--- src/rtl/adi_dma_comb_ctrl.sv ---
// Job sequencer for the DMA combiner: queues jobs, drives cmd/num_pkts, watches status[0].
// Optional watchdog is built only when ADI_DMA_COMB_CTRL_TIMEOUT_EN is defined.
module adi_dma_comb_ctrl #(
    parameter int FIFO_DEPTH = 4,
    parameter int TIMEOUT_W  = 24
) (
    input  logic                 AXIS_ACLK,
    input  logic                 AXIS_ARESETN,
    input  logic                 job_valid,
    output logic                 job_ready,
    input  logic [31:0]          job_num_pkts,
    input  logic                 job_passthrough,
    input  logic                 abort,
    input  logic [TIMEOUT_W-1:0] timeout_cycles,
    output logic [31:0]          cmd,
    output logic [31:0]          num_pkts,
    input  logic [31:0]          status,
    output logic                 busy,
    output logic                 done_irq,
    output logic                 err_irq,
    output logic [1:0]           last_err,
    output logic [15:0]          jobs_done
);
    localparam int AW = $clog2(FIFO_DEPTH);
    localparam logic [1:0] ERR_TIMEOUT = 2'd1;
    localparam logic [1:0] ERR_ZERO    = 2'd2;
    localparam logic [1:0] ERR_ABORT   = 2'd3;

    typedef enum logic [2:0] {S_IDLE, S_CLEAR, S_RUN, S_FINISH, S_ABORT} state_t;

    // Handshake: a job is accepted on a cycle where job_valid and job_ready are both 1
    // and abort is 0; job_ready depends only on queue fullness.
    logic [32:0]   mem_q [FIFO_DEPTH];
    logic [AW-1:0] wr_ptr_q, rd_ptr_q;
    logic [AW:0]   count_q;
    logic          push, pop, empty;
    logic [32:0]   head;

    assign empty     = (count_q == '0);
    assign job_ready = (count_q != (AW+1)'(FIFO_DEPTH));
    assign push      = job_valid & job_ready & ~abort;
    assign head      = mem_q[rd_ptr_q];

    always_ff @(posedge AXIS_ACLK) begin
        if (push) mem_q[wr_ptr_q] <= {job_passthrough, job_num_pkts};
    end

    always_ff @(posedge AXIS_ACLK or negedge AXIS_ARESETN) begin
        if (!AXIS_ARESETN) begin
            wr_ptr_q <= '0;
            rd_ptr_q <= '0;
            count_q  <= '0;
        end else if (abort) begin
            wr_ptr_q <= '0;
            rd_ptr_q <= '0;
            count_q  <= '0;
        end else begin
            if (push) wr_ptr_q <= wr_ptr_q + AW'(1);
            if (pop)  rd_ptr_q <= rd_ptr_q + AW'(1);
            case ({push, pop})
                2'b10:   count_q <= count_q + (AW+1)'(1);
                2'b01:   count_q <= count_q - (AW+1)'(1);
                default: count_q <= count_q;
            endcase
        end
    end

    state_t      state_q, state_d;
    logic        clr_q, clr_d;
    logic        pt_q, pt_d;
    logic [31:0] num_q, num_d;
    logic [2:0]  cmd_q, cmd_d;
    logic        done_q, done_d, err_q, err_d;
    logic [1:0]  last_err_q, last_err_d;
    logic [15:0] jobs_q, jobs_d;
    logic        timeout_hit;

`ifdef ADI_DMA_COMB_CTRL_TIMEOUT_EN
    // Counter reads 0 in the first RUN cycle and fires when it equals the limit.
    logic [TIMEOUT_W-1:0] wd_q, wd_d;
    always_comb wd_d = (state_q == S_RUN) ? wd_q + TIMEOUT_W'(1) : '0;
    always_ff @(posedge AXIS_ACLK or negedge AXIS_ARESETN) begin
        if (!AXIS_ARESETN) wd_q <= '0;
        else               wd_q <= wd_d;
    end
    assign timeout_hit = (timeout_cycles != '0) && (wd_q == timeout_cycles);
`else
    logic unused_timeout;
    assign unused_timeout = ^timeout_cycles;
    assign timeout_hit    = 1'b0;
`endif

    logic unused_status;
    assign unused_status = ^status[31:1];

    always_comb begin
        state_d    = state_q;
        clr_d      = clr_q;
        pt_d       = pt_q;
        num_d      = num_q;
        done_d     = 1'b0;
        err_d      = 1'b0;
        last_err_d = last_err_q;
        jobs_d     = jobs_q;
        pop        = 1'b0;
        if (abort) begin
            if (state_q != S_IDLE) begin
                state_d    = S_ABORT;
                clr_d      = 1'b0;
                err_d      = 1'b1;
                last_err_d = ERR_ABORT;
            end else if (!empty) begin
                err_d      = 1'b1;
                last_err_d = ERR_ABORT;
            end
        end else begin
            unique case (state_q)
                S_IDLE: begin
                    if (!empty) begin
                        pop   = 1'b1;
                        num_d = head[31:0];
                        pt_d  = head[32];
                        if (head[31:0] == '0 && !head[32]) begin
                            err_d      = 1'b1;
                            last_err_d = ERR_ZERO;
                        end else begin
                            state_d = S_CLEAR;
                            clr_d   = 1'b0;
                        end
                    end
                end
                S_CLEAR: begin
                    clr_d = 1'b1;
                    if (clr_q) state_d = S_RUN;
                end
                S_RUN: begin
                    if (pt_q ? !empty : status[0]) begin
                        state_d = S_FINISH;
                        done_d  = 1'b1;
                        jobs_d  = jobs_q + 16'd1;
                    end else if (!pt_q && timeout_hit) begin
                        state_d    = S_ABORT;
                        clr_d      = 1'b0;
                        err_d      = 1'b1;
                        last_err_d = ERR_TIMEOUT;
                    end
                end
                S_FINISH: state_d = S_IDLE;
                S_ABORT: begin
                    clr_d = 1'b1;
                    if (clr_q) state_d = S_IDLE;
                end
                default: state_d = S_IDLE;
            endcase
        end
    end

    // Outputs are registered from the next state so cmd lines up with the state it names.
    always_comb begin
        cmd_d = 3'b000;
        case (state_d)
            S_CLEAR, S_ABORT: cmd_d = 3'b010;
            S_RUN:            cmd_d = {pt_d, 1'b0, ~pt_d};
            default:          cmd_d = 3'b000;
        endcase
    end

    always_ff @(posedge AXIS_ACLK or negedge AXIS_ARESETN) begin
        if (!AXIS_ARESETN) begin
            state_q    <= S_IDLE;
            clr_q      <= 1'b0;
            pt_q       <= 1'b0;
            num_q      <= '0;
            cmd_q      <= '0;
            done_q     <= 1'b0;
            err_q      <= 1'b0;
            last_err_q <= '0;
            jobs_q     <= '0;
        end else begin
            state_q    <= state_d;
            clr_q      <= clr_d;
            pt_q       <= pt_d;
            num_q      <= num_d;
            cmd_q      <= cmd_d;
            done_q     <= done_d;
            err_q      <= err_d;
            last_err_q <= last_err_d;
            jobs_q     <= jobs_d;
        end
    end

    assign cmd       = {29'd0, cmd_q};
    assign num_pkts  = num_q;
    assign busy      = (state_q != S_IDLE) || !empty;
    assign done_irq  = done_q;
    assign err_irq   = err_q;
    assign last_err  = last_err_q;
    assign jobs_done = jobs_q;
endmodule
--- config.mk ---
export PLATFORM = sky130hd
export DESIGN_NAME = adi_dma_comb_ctrl
export DESIGN_NICKNAME = d
export VERILOG_FILES = /design/src/rtl/adi_dma_comb_ctrl.sv
export SDC_FILE = /design/constraint.sdc
export NUM_CORES = 1
export LEC_CHECK = 0
export BUFFER_PORTS_ARGS = -buffer_cell sky130_fd_sc_hd__buf_4
export CAP_MARGIN = 10
export CORE_AREA = 2 2 156 158
export CTS_BUF_LIST = sky130_fd_sc_hd__clkbuf_16
export DETAILED_ROUTE_END_ITERATION = 10
export DIE_AREA = 0 0 158 160
export GPL_ROUTABILITY_DRIVEN = 0
export PLACE_DENSITY = 0.58
export SKIP_LAST_GASP = 1
export SYNTH_ARGS = -nofsm -noshare
export SYNTH_HDL_FRONTEND = slang
export SYNTH_SLANG_ARGS = --single-unit
--- constraint.sdc ---
create_clock -name AXIS_ACLK -period 2.7 [get_ports AXIS_ACLK]
set_input_delay 0.405 -clock AXIS_ACLK [delete_from_list [all_inputs] [get_ports AXIS_ACLK]]
set_output_delay 0.405 -clock AXIS_ACLK [all_outputs]
set_load 0.005 [all_outputs]
==> impl_results.md <==
* Max clock buf depth at 2
* Power density over cell area at 928 nW/um^2
* Highest fanout seen on the critical path at 11
* Synthesis warning total at 0
* Total via count after detailed routing at 4141
* Post-Synthesis Cell Area at 7960 um^2
* Final wirelength at 16100 um
* Final Critical Period at 2.61 ns
* Cells after DPL at 870
* Rows at 57
* Count of inserted antenna diode cells at 0
* Max Cap Viol at 0
* Final nets at 666
* First-pass GRT wire length at 25300 um
* Post-layout power at 9.19 mW
* Setup repair after global routing missed its margin: true
* Number of enable flip-flop cells after synthesis at 132
* Classification of the worst setup path: register to register
* Number of I/O port buffers at 94
* Required time of the critical path at 3.03 ns
* Dominant cell by count in the synthesized netlist: edfxtp_1
* Layout area overhead at 24.4%
* Insertion delay of the later-clocked pin in the worst-skew pair at 0.44 ns
* Share of cells above drive strength 1 at 0.409
* Floorplan die width at 158 um
* Category of the worst setup path capture point: register
* Sequential element share of the synthesized area at 0.709
* Pin count of the biggest net entering global routing at 68
* Final setup skew at 0.0152 ns
* Reported leakage power at 3.74 nW
* Per-instance average area after synthesis at 18.2 um^2
* Clock Root Buffer: clkbuf_16
* Total die area at 25300 um^2
* Number of max-slew violations in the final report at 0
* Starting Density at 0.334
* Via count of the first global-routing pass at 4481
* Post-Synthesis Cells at 438
* Top cell type's share of synthesized area at 0.498
* Critical Path Most Common Cell: buf_4
* Cell area after layout at 9900 um^2
* Number of nets with antenna violations after routing at 0
* Cell type contributing the most total cell area after synthesis: edfxtp_1
* Tcrit/Tclk final at 0.968
* Crit path max-delay cell type: mux4_1
* Remaining Overflow, GRT at 0
* Maximum operating frequency at 382 MHz
* Post-synthesis async set-or-reset flop share at 0.337
* Data arrival, critical path at 2.95 ns
* Total routing resource utilization after global routing at 0.135
* TritonCTS clock tree: done
* Detail Placement HPWL at 10200 um
* Htree depth at 4
* Wirelength per Cell at 17.8 um
* Cell area reported after detailed placement at 9160 um^2
* Worst relative slew slack at 0.366
* I/O pins at 179
* Detailed-route DRC error count at 0
* Class of the most critical hold timing path: primary input to asynchronous set/reset pin
* Die height at 160 um
* Number of distinct library cells after synthesis at 45
* Area inside the core boundary at 23800 um^2
* Length of the first detailed-routing pass in iterations at 4
* Non-filler instance count after layout at 904
* Post-Route Setup TNS at 0 ns
* CP Cell Sequence: buf_12 > mux4_1 > nor4_4 > buf_4 > nand4_1 > nor3_2 > buf_4 > o21ai_2 > a31o_1
* Initial antenna violation count at 0
* Result of the run: finished clean
* CP peak stage delay at 0.62 ns
* Worst vdd rail ir drop at 397 uV
* Number of DRC markers in iteration 0 at 209
* Total clock buffers created by CTS at 17
* Leading post-synthesis cells by cell area: edfxtp_1 50%, dfrtp_1 21%, mux4_2 6.5%, mux2_2 4.7%, mux4_1 3.3%
* Slew at the pin with the worst max-slew slack at 0.950 ns
* Clock-pin slew of the registers on the worst-case setup and hold paths at 0.08 ns
* Total clock sinks at 199
* Setup-violating endpoint count in the final report at 0
* Number of storage elements in the synthesis netlist at 199
* DR vias/cell at 4.58
* Final number of hold-violating endpoints at 0
* Total of fill cells in the finished design at 2167
* Commonest cells in the netlist: 132 x edfxtp_1, 67 x dfrtp_1, 33 x buf_4, 33 x mux2_2, 23 x mux4_2
* Synth Flop Type: edfxtp_1
* Category of the worst setup path launch point: register
state kept, by name, summed over array words and instances, names as in the netlist:
name       flops
mem_q        132
num_pkts      32
jobs_done     16
cmd_q          3
count_q        3
state_q        3
last_err       2
rd_ptr_q       2
wr_ptr_q       2
clr_q          1
done_irq       1
err_irq        1
pt_q           1
metrics by stage:
stage                     hold slack [ns]  setup WS [ns]  utilization
after floorplan                     0.109         0.0646            -
after global placement              0.444         -0.162        0.385
after detailed placement            0.459         -0.171        0.385
after CTS                           0.146        0.00290        0.414
after global routing                0.137        -0.0436        0.415
final                               0.125         0.0853        0.415
timing repair:
item                       4_1_cts  5_1_grt
hold buffers                     0        0
pin swaps                        1        2
setup endpoints to repair        7        5
gates resized for setup         11        8
buffers inserted                 1        1
per-layer routing:
metal  up-vias  wire length, um  global-route usage
met5         -                0                   0
met4         0              131              0.0352
met3         9             1040              0.0429
met2       135             8210               0.223
met1      2129             6700               0.171
li1       1868                -                   -
report_power, final:
| part | switching [mW] | leakage [nW] | internal [mW] |
|---|---|---|---|
| Combinational | 1.13 | 1.39 | 1.36 |
| Sequential | 0.277 | 2.04 | 3.72 |
| Clock | 1.38 | 0.313 | 1.32 |
| Total | 2.78 | 3.74 | 6.40 |
cell families (layout without fill, tap and decap cells):
family                   after synthesis  in the layout  share of synthesized area
flip-flops                           199            199                      0.709
XOR/XNOR                              22             22                     0.0242
AND/OR/NAND/NOR                       77             77                     0.0487
buffers and inverters                 49            163                     0.0432
adder cells (fa/ha/maj)                6              6                     0.0104
AO/OA/AOI/OAI                         17             17                     0.0179
other                                  1             29                   0.000471
multiplexers                          67             67                      0.146
critical path: cells and delay by family, from the launching register on:
family | cells | cell delay [ns]
AND/OR/NAND/NOR | 3 | 0.66
AO/OA/AOI/OAI | 2 | 0.33
buffers and inverters | 3 | 0.47
flip-flops | 1 | 0.43
multiplexers | 1 | 0.62
path summary, 6_finish.rpt:
check / start / endpoint / slack, ns / cells after the start
setup / recovery: rd_ptr_q[0] / cmd_q[1] / 0.09 / 9
min in group AXIS_ACLK: job_num_pkts[13] / mem_q[0][13] / 0.16 / 1
hold reg to reg: last_err[1] / last_err[1] / 0.47 / 1
max in group asynchronous: AXIS_ARESETN / rd_ptr_q[0] / 1.93 / 1
setup reg to reg: rd_ptr_q[0] / cmd_q[1] / 0.09 / 9
hold / removal: AXIS_ARESETN / done_irq / 0.12 / 1
final cells by class:
cell class                      count  area [um^2]  area share
Clock buffer                       17          425      0.0430
Timing Repair Buffer              127         1040       0.105
Sequential cell                   199         5640       0.570
Clock inverter                     15          221      0.0224
Multi-Input combinational cell    218         2150       0.217
Inverter                            4         15.0     0.00152
Tap cell                          324          405      0.0410
layout by cell type (no fill, tap or decap), drive strengths merged, types with 3 or more instances in the layout:
| cell type | Yosys | layout |
|---|---|---|
| conb | 1 | 29 |
| mux2 | 33 | 33 |
| clkbuf | 5 | 17 |
| nand2 | 15 | 15 |
| xnor2 | 14 | 14 |
| mux4 | 33 | 33 |
| xor2 | 8 | 8 |
| clkinv | 0 | 4 |
| nor2 | 22 | 22 |
| and2 | 7 | 7 |
| nand3 | 5 | 5 |
| dfrtp | 67 | 67 |
| nand4 | 4 | 4 |
| buf | 40 | 127 |
| edfxtp | 132 | 132 |
| and3 | 4 | 4 |
| ha | 5 | 5 |
| inv | 4 | 15 |
| a211oi | 4 | 4 |
| nor4 | 7 | 7 |
| nor3 | 5 | 5 |
| a21oi | 3 | 3 |
(Power assumes the default switching activity.)
